<file path="config.mk">
export PLATFORM = sky130hd
export DESIGN_NAME = dct8_pipe
export DESIGN_NICKNAME = d
export VERILOG_FILES = /design/src/rtl/dct_pkg.sv /design/src/rtl/dct8_odd.sv /design/src/rtl/dct8_pipe.sv
export SDC_FILE = /design/constraint.sdc
export NUM_CORES = 2
export LEC_CHECK = 0
export CORE_UTILIZATION = 38
export DETAILED_ROUTE_END_ITERATION = 16
export GPL_TIMING_DRIVEN = 0
export SLEW_MARGIN = 40
export SYNTH_ARGS = -nofsm -noshare
export SYNTH_HDL_FRONTEND = slang
export SYNTH_SLANG_ARGS = --single-unit
export TNS_END_PERCENT = 5
</file>
<file path="constraint.sdc">
create_clock -name clk -period 8.2 [get_ports clk]
set_input_delay 1.64 -clock clk [delete_from_list [all_inputs] [get_ports clk]]
set_output_delay 1.64 -clock clk [all_outputs]
set_load 0.01 [all_outputs]
</file>
<file path="src/rtl/dct_pkg.sv">
`default_nettype none
// ============================================================================
// Module   : dct_pkg
// Purpose  : DCT cosine constants, accumulator sizing and round/saturate helper
// Revision : 1.0 - initial release
// ============================================================================
package dct_pkg;

    localparam int C1 = 126;
    localparam int C2 = 118;
    localparam int C3 = 106;
    localparam int C4 = 91;
    localparam int C5 = 71;
    localparam int C6 = 49;
    localparam int C7 = 25;

    // Working width of the round/saturate helper; callers narrow the result
    localparam int SR_W = 48;

    typedef struct packed {
        logic                   sat;
        logic signed [SR_W-1:0] val;
    } sat_res_t;

    function automatic int acc_w(input int in_w);
        return in_w + 11;
    endfunction

    function automatic sat_res_t sat_round(input logic signed [SR_W-1:0] value,
                                           input int shift,
                                           input int out_w);
        logic signed [SR_W-1:0] r;
        logic signed [SR_W-1:0] hi;
        logic signed [SR_W-1:0] lo;
        sat_res_t               res;
        if (shift > 0)
            r = (value + (SR_W'(1) <<< (shift - 1))) >>> shift;
        else
            r = value;
        hi = (SR_W'(1) <<< (out_w - 1)) - SR_W'(1);
        lo = -(SR_W'(1) <<< (out_w - 1));
        res.sat = 1'b0;
        res.val = r;
        if (r > hi) begin
            res.sat = 1'b1;
            res.val = hi;
        end else if (r < lo) begin
            res.sat = 1'b1;
            res.val = lo;
        end
        return res;
    endfunction

endpackage
`default_nettype wire

</file>
<file path="src/rtl/dct8_odd.sv">
`default_nettype none
// ============================================================================
// Module   : dct8_odd
// Purpose  : Odd-part 4x4 constant multiply/accumulate (d0..d3 -> X1,X3,X5,X7)
// Revision : 1.0 - initial release
// ============================================================================
module dct8_odd
    import dct_pkg::*;
#(
    parameter int IN_W  = 8,
    parameter int ACC_W = acc_w(IN_W)
) (
    input  logic signed [IN_W:0]    i_d0,
    input  logic signed [IN_W:0]    i_d1,
    input  logic signed [IN_W:0]    i_d2,
    input  logic signed [IN_W:0]    i_d3,
    output logic signed [ACC_W-1:0] o_x1,
    output logic signed [ACC_W-1:0] o_x3,
    output logic signed [ACC_W-1:0] o_x5,
    output logic signed [ACC_W-1:0] o_x7
);

    localparam logic signed [ACC_W-1:0] K1 = ACC_W'(C1);
    localparam logic signed [ACC_W-1:0] K3 = ACC_W'(C3);
    localparam logic signed [ACC_W-1:0] K5 = ACC_W'(C5);
    localparam logic signed [ACC_W-1:0] K7 = ACC_W'(C7);

    logic signed [ACC_W-1:0] w_e0;
    logic signed [ACC_W-1:0] w_e1;
    logic signed [ACC_W-1:0] w_e2;
    logic signed [ACC_W-1:0] w_e3;

    assign w_e0 = ACC_W'(i_d0);
    assign w_e1 = ACC_W'(i_d1);
    assign w_e2 = ACC_W'(i_d2);
    assign w_e3 = ACC_W'(i_d3);

    assign o_x1 = K1 * w_e0 + K3 * w_e1 + K5 * w_e2 + K7 * w_e3;
    assign o_x3 = K3 * w_e0 - K7 * w_e1 - K1 * w_e2 - K5 * w_e3;
    assign o_x5 = K5 * w_e0 - K1 * w_e1 + K7 * w_e2 + K3 * w_e3;
    assign o_x7 = K7 * w_e0 - K5 * w_e1 + K3 * w_e2 - K1 * w_e3;

endmodule
`default_nettype wire

</file>
<file path="src/rtl/dct8_pipe.sv">
`default_nettype none
// ============================================================================
// Module   : dct8_pipe
// Purpose  : 3-stage pipelined 8-point forward DCT with round/saturate and row tag
// Revision : 1.0 - initial release
// ============================================================================
module dct8_pipe
    import dct_pkg::*;
#(
    parameter int IN_W  = 8,
    parameter int OUT_W = 12,
    parameter int SHIFT = 3
) (
    input  logic                 clk,
    input  logic                 rst_n,
    input  logic                 in_valid,
    output logic                 in_ready,
    input  logic [8*IN_W-1:0]    in_data,
    output logic                 out_valid,
    input  logic                 out_ready,
    output logic [8*OUT_W-1:0]   out_data,
    output logic [7:0]           out_sat,
    output logic [2:0]           out_row,
    output logic                 out_last
);

    localparam int ACC_W = acc_w(IN_W);
    localparam logic signed [ACC_W-1:0] K2 = ACC_W'(C2);
    localparam logic signed [ACC_W-1:0] K4 = ACC_W'(C4);
    localparam logic signed [ACC_W-1:0] K6 = ACC_W'(C6);

    logic w_en;
    assign w_en     = !out_valid || out_ready;
    assign in_ready = w_en;

    logic [2:0] r_row;
    always_ff @(posedge clk or negedge rst_n) begin
        if (!rst_n)                r_row <= 3'd0;
        else if (in_valid && w_en) r_row <= r_row + 3'd1;
    end

    // Stage 1: butterflies
    logic signed [IN_W-1:0] w_p [8];
    logic signed [IN_W:0]   w_s [4];
    logic signed [IN_W:0]   w_d [4];
    generate
        for (genvar k = 0; k < 8; k++) begin : g_unpack
            assign w_p[k] = in_data[(8-k)*IN_W-1 -: IN_W];
        end
        for (genvar k = 0; k < 4; k++) begin : g_bfly
            assign w_s[k] = (IN_W+1)'(w_p[k]) + (IN_W+1)'(w_p[7-k]);
            assign w_d[k] = (IN_W+1)'(w_p[k]) - (IN_W+1)'(w_p[7-k]);
        end
    endgenerate

    logic signed [IN_W+1:0] w_b1, w_b2, w_b3, w_b4;
    assign w_b1 = (IN_W+2)'(w_s[0]) + (IN_W+2)'(w_s[3]);
    assign w_b2 = (IN_W+2)'(w_s[1]) + (IN_W+2)'(w_s[2]);
    assign w_b3 = (IN_W+2)'(w_s[0]) - (IN_W+2)'(w_s[3]);
    assign w_b4 = (IN_W+2)'(w_s[1]) - (IN_W+2)'(w_s[2]);

    logic                   r_v1;
    logic [2:0]             r_row1;
    logic signed [IN_W+1:0] r_b1, r_b2, r_b3, r_b4;
    logic signed [IN_W:0]   r_d [4];
    always_ff @(posedge clk or negedge rst_n) begin
        if (!rst_n) begin
            r_v1   <= 1'b0;
            r_row1 <= 3'd0;
            r_b1   <= '0;
            r_b2   <= '0;
            r_b3   <= '0;
            r_b4   <= '0;
            for (int k = 0; k < 4; k++) r_d[k] <= '0;
        end else if (w_en) begin
            r_v1   <= in_valid;
            r_row1 <= r_row;
            r_b1   <= w_b1;
            r_b2   <= w_b2;
            r_b3   <= w_b3;
            r_b4   <= w_b4;
            for (int k = 0; k < 4; k++) r_d[k] <= w_d[k];
        end
    end

    // Stage 2: even part inline, odd part in the sub-module
    logic signed [ACC_W-1:0] w_eb1, w_eb2, w_eb3, w_eb4;
    logic signed [ACC_W-1:0] w_x [8];
    assign w_eb1 = ACC_W'(r_b1);
    assign w_eb2 = ACC_W'(r_b2);
    assign w_eb3 = ACC_W'(r_b3);
    assign w_eb4 = ACC_W'(r_b4);

    assign w_x[0] = K4 * (w_eb1 + w_eb2);
    assign w_x[4] = K4 * (w_eb1 - w_eb2);
    assign w_x[2] = K2 * w_eb3 + K6 * w_eb4;
    assign w_x[6] = K6 * w_eb3 - K2 * w_eb4;

    dct8_odd #(
        .IN_W  (IN_W),
        .ACC_W (ACC_W)
    ) u_odd (
        .i_d0 (r_d[0]),
        .i_d1 (r_d[1]),
        .i_d2 (r_d[2]),
        .i_d3 (r_d[3]),
        .o_x1 (w_x[1]),
        .o_x3 (w_x[3]),
        .o_x5 (w_x[5]),
        .o_x7 (w_x[7])
    );

    logic                    r_v2;
    logic [2:0]              r_row2;
    logic signed [ACC_W-1:0] r_x [8];
    always_ff @(posedge clk or negedge rst_n) begin
        if (!rst_n) begin
            r_v2   <= 1'b0;
            r_row2 <= 3'd0;
            for (int k = 0; k < 8; k++) r_x[k] <= '0;
        end else if (w_en) begin
            r_v2   <= r_v1;
            r_row2 <= r_row1;
            for (int k = 0; k < 8; k++) r_x[k] <= w_x[k];
        end
    end

    // Stage 3: round, saturate, pack X0 into the MSBs
    logic [8*OUT_W-1:0] w_data;
    logic [7:0]         w_sat;
    generate
        for (genvar k = 0; k < 8; k++) begin : g_round
            sat_res_t               w_res;
            logic [SR_W-OUT_W-1:0]  w_unused_hi;
            assign w_res       = sat_round(SR_W'(r_x[k]), SHIFT, OUT_W);
            assign w_data[(8-k)*OUT_W-1 -: OUT_W] = w_res.val[OUT_W-1:0];
            assign w_sat[7-k]  = w_res.sat;
            assign w_unused_hi = w_res.val[SR_W-1:OUT_W];
        end
    endgenerate

    always_ff @(posedge clk or negedge rst_n) begin
        if (!rst_n) begin
            out_valid <= 1'b0;
            out_data  <= '0;
            out_sat   <= 8'd0;
            out_row   <= 3'd0;
            out_last  <= 1'b0;
        end else if (w_en) begin
            out_valid <= r_v2;
            out_data  <= w_data;
            out_sat   <= w_sat;
            out_row   <= r_row2;
            out_last  <= (r_row2 == 3'd7);
        end
    end

endmodule
`default_nettype wire

</file>
==> flow_summary_export.csv <==
group,metric,value,unit
timing,hold_viol_final,0,
yosys,yosysWarnings,0,
timing,timing.fmax,125,MHz
yosys,synthDistinctLibCells,92,
timing,worstMarginPinSlew,0.880,ns
floorplanning,fp.dieW,372,um
floorplanning,start_util,0.383,
yosys,async_flop_share,1.00,
job,maxCapViolCount,0,
yosys,yosysSeqAreaShare,0.159,
routing,wire_per_inst,19.8,um
setup_path,cp.arrival,8.45,ns
yosys,synth_nets,7400,
floorplanning,num_rows,135,
global_route,grt_start_max_net_pins,71,
timing,min_period,7.99,ns
routing,dr.pass1.iters,5,
floorplanning,coreArea,135000,um^2
global_route,grt_pass1_wl,241000,um
setup_path,worstPathMaxFanout,10,
yosys,ys_ff_latch,330,
cts,cts_made_buffers,37,
place,numPortBuffers,177,
routing,drt_iter0_markers,2352,
yosys,synth_flop_cell,"dfrtp_1",
global_route,grt_pass1_vias,40266,
yosys,syn_inst,5937,
status,status,"complete, no violations",
setup_path,path_class,"reg -> reg",
cells_and_area,final_net_count,7636,
yosys,synth_area,51900,um^2
worst_hold_path,whs_path_depth,2,
routing,drc,0,
cells_and_area,antenna_cells,0,
timing,fin_crit_sh,0.974,
timing,final.setup.tns,0,ns
cts,cts_max_level,2,
cts,clk_latency,0.60,ns
yosys,synth-edff-count,0,
routing,wl,158000,um
global_route,antenna_found_initial,1,
yosys,synth_area_leader_cell,"ha_1",
floorplanning,io_pins,178,
cts,cts_root_buf,"clkbuf_16",
cts,clk_pin_slew,0.06,ns
worst_hold_path,hp-class,"reg -> reg",
cts,cts_buffer_depth,3,
timing,rsz0062_at_grt,"yes",
cells_and_area,drive_gt1_frac,0.0356,
place,finalWeightedCongestion,0.956,
global_route,grtUsageTotal,0.230,
yosys,synth_top_area_frac,0.207,
timing,fin_skew,0.0376,ns
yosys,ys_top_cells_by_area,"ha_1 (21%), fa_1 (21%), dfrtp_1 (16%), inv_1 (8.9%), xnor2_1 (5.4%)",
routing,drtAntennaViolNets,0,
timing,drv_slew,0,
setup_path,startpoint_type,"flip-flop",
routing,via_per_inst,5.07,
setup_path,ff2ff_path_depth,25,
timing,setup_viol,0,
cts,cts_tree,"yes",
setup_path,cp-end-kind,"flip-flop",
timing,slew_headroom,0.413,
floorplanning,die_area,138000,um^2
global_route,overflow,0,
floorplanning,die_h,372,um
routing,vias,40465,
place,place_hpwl,135000,um
cts,cts.sinks,330,
yosys,postSynthAreaPerCell,8.75,um^2
cells_and_area,area_delta_synth_final,11.0,%
setup_path,worstPathRequired,8.66,ns
## logic make-up after synthesis
group / share of synthesized area
fa+ha+maj: 0.414
buf+inv: 0.0985
simple gates: 0.106
compound gates: 0.132
xor+xnor: 0.0855
flops: 0.159
mux: 0.00458
## registers in the layout, summed over array words and instances (netlist names)
register / flops
out_sat: 8
r_d: 36
out_data: 96
out_valid: 1
r_b3: 9
r_v1: 1
r_row1: 3
r_b1: 10
r_row: 3
r_row2: 3
r_x: 136
r_b4: 9
out_last: 1
r_v2: 1
out_row: 3
r_b2: 10
## routing by layer
metal / track usage / vias to the layer above / wire length [um]
met5: 0 / - / 0
met4: 0.0917 / 0 / 7380
met3: 0.0193 / 195 / 6110
met2: 0.392 / 855 / 74500
met1: 0.301 / 19744 / 69700
li1: - / 19671 / -
## final cells by class
class                           count  area [um^2]
Buffer                            108          503
Clock inverter                     18          199
Inverter                         1242         4670
Fill cell                       13573        77900
Clock buffer                       48         1060
Sequential cell                   330         8310
Multi-Input combinational cell   4257        38600
Timing Repair Buffer              197         2030
Tap cell                         1781         2230
## cell usage in the layout, fill, tap and decap left out, drive strengths merged, types with 108 or more instances in the layout
master,n
nand2,378
inv,1246
clkbuf,151
xnor2,322
o21ai,267
xor2,182
nor2,422
ha,860
nand3,108
fa,535
dfrtp,330
a21oi,368
clkdlybuf4s50,176
## synth_stat cells, drive strengths merged (57+ instances only)
library cell	count
ha	860
a31oi	57
nand2	378
a21o	80
clkbuf	102
fa	535
xor2	182
nor2	422
dfrtp	330
nor3	75
o21ai	267
xnor2	322
inv	1240
o21bai	66
nand3	108
a21oi	368
## critical path, stage by stage, from the launching register on
cell,delay (ns)
dfrtp_2,0.65
inv_1,0.37
fa_1,0.55
fa_1,0.52
fa_1,0.54
inv_1,0.05
fa_1,0.45
ha_1,0.36
o21ai_1,0.14
a21boi_1,0.16
o21ai_0,0.24
a21boi_0,0.15
o21ai_1,0.19
nand2b_1,0.09
xnor2_1,0.19
fa_1,0.54
inv_1,0.10
fa_1,0.56
inv_1,0.05
ha_1,0.39
nor4bb_1,0.32
a211o_1,0.27
o311ai_4,0.14
and2b_1,0.20
xnor2_1,0.51
o21ai_1,0.10
## repair_timing
action                     in CTS  in global routing
setup buffers                   0                 15
pin swaps                       0                  2
hold buffers                    0                  0
gates resized for setup        15                 31
setup endpoints to repair       7                 15
## worst paths after layout
check / start / endpoint / slack [ns]
max: r_d[15]$_DFFE_PN0N_ / r_x[93]$_DFFE_PN0N_ / 0.21
min: r_v2$_DFFE_PN0N_ / r_v2$_DFFE_PN0N_ / 0.46
max reg2reg: r_d[15]$_DFFE_PN0N_ / r_x[93]$_DFFE_PN0N_ / 0.21
min reg2reg: r_v2$_DFFE_PN0N_ / r_v2$_DFFE_PN0N_ / 0.46
max in group asynchronous: rst_n / r_b4[9]$_DFFE_PN0N_ / 5.96
min in group asynchronous: rst_n / out_data[87]$_DFFE_PN0N_ / 0.91
## stage by stage
stage,hold slack [ns],setup slack (ns),area (um^2),utilization,cells
6_report,0.462,0.212,57600,0.425,7981
5_1_grt,0.502,-0.00329,57600,0.425,7981
3_3_place_gp,0.448,-9.46,55900,0.413,7895
4_1_cts,0.469,-0.0349,57400,0.424,7966
2_1_floorplan,0.430,0.697,51900,-,5937
3_5_place_dp,0.455,-0.665,56100,0.414,7900
Power is left out: the tool's default activity adds up to more than one toggle a clock period on the data nets, which glitch-free logic cannot reach.
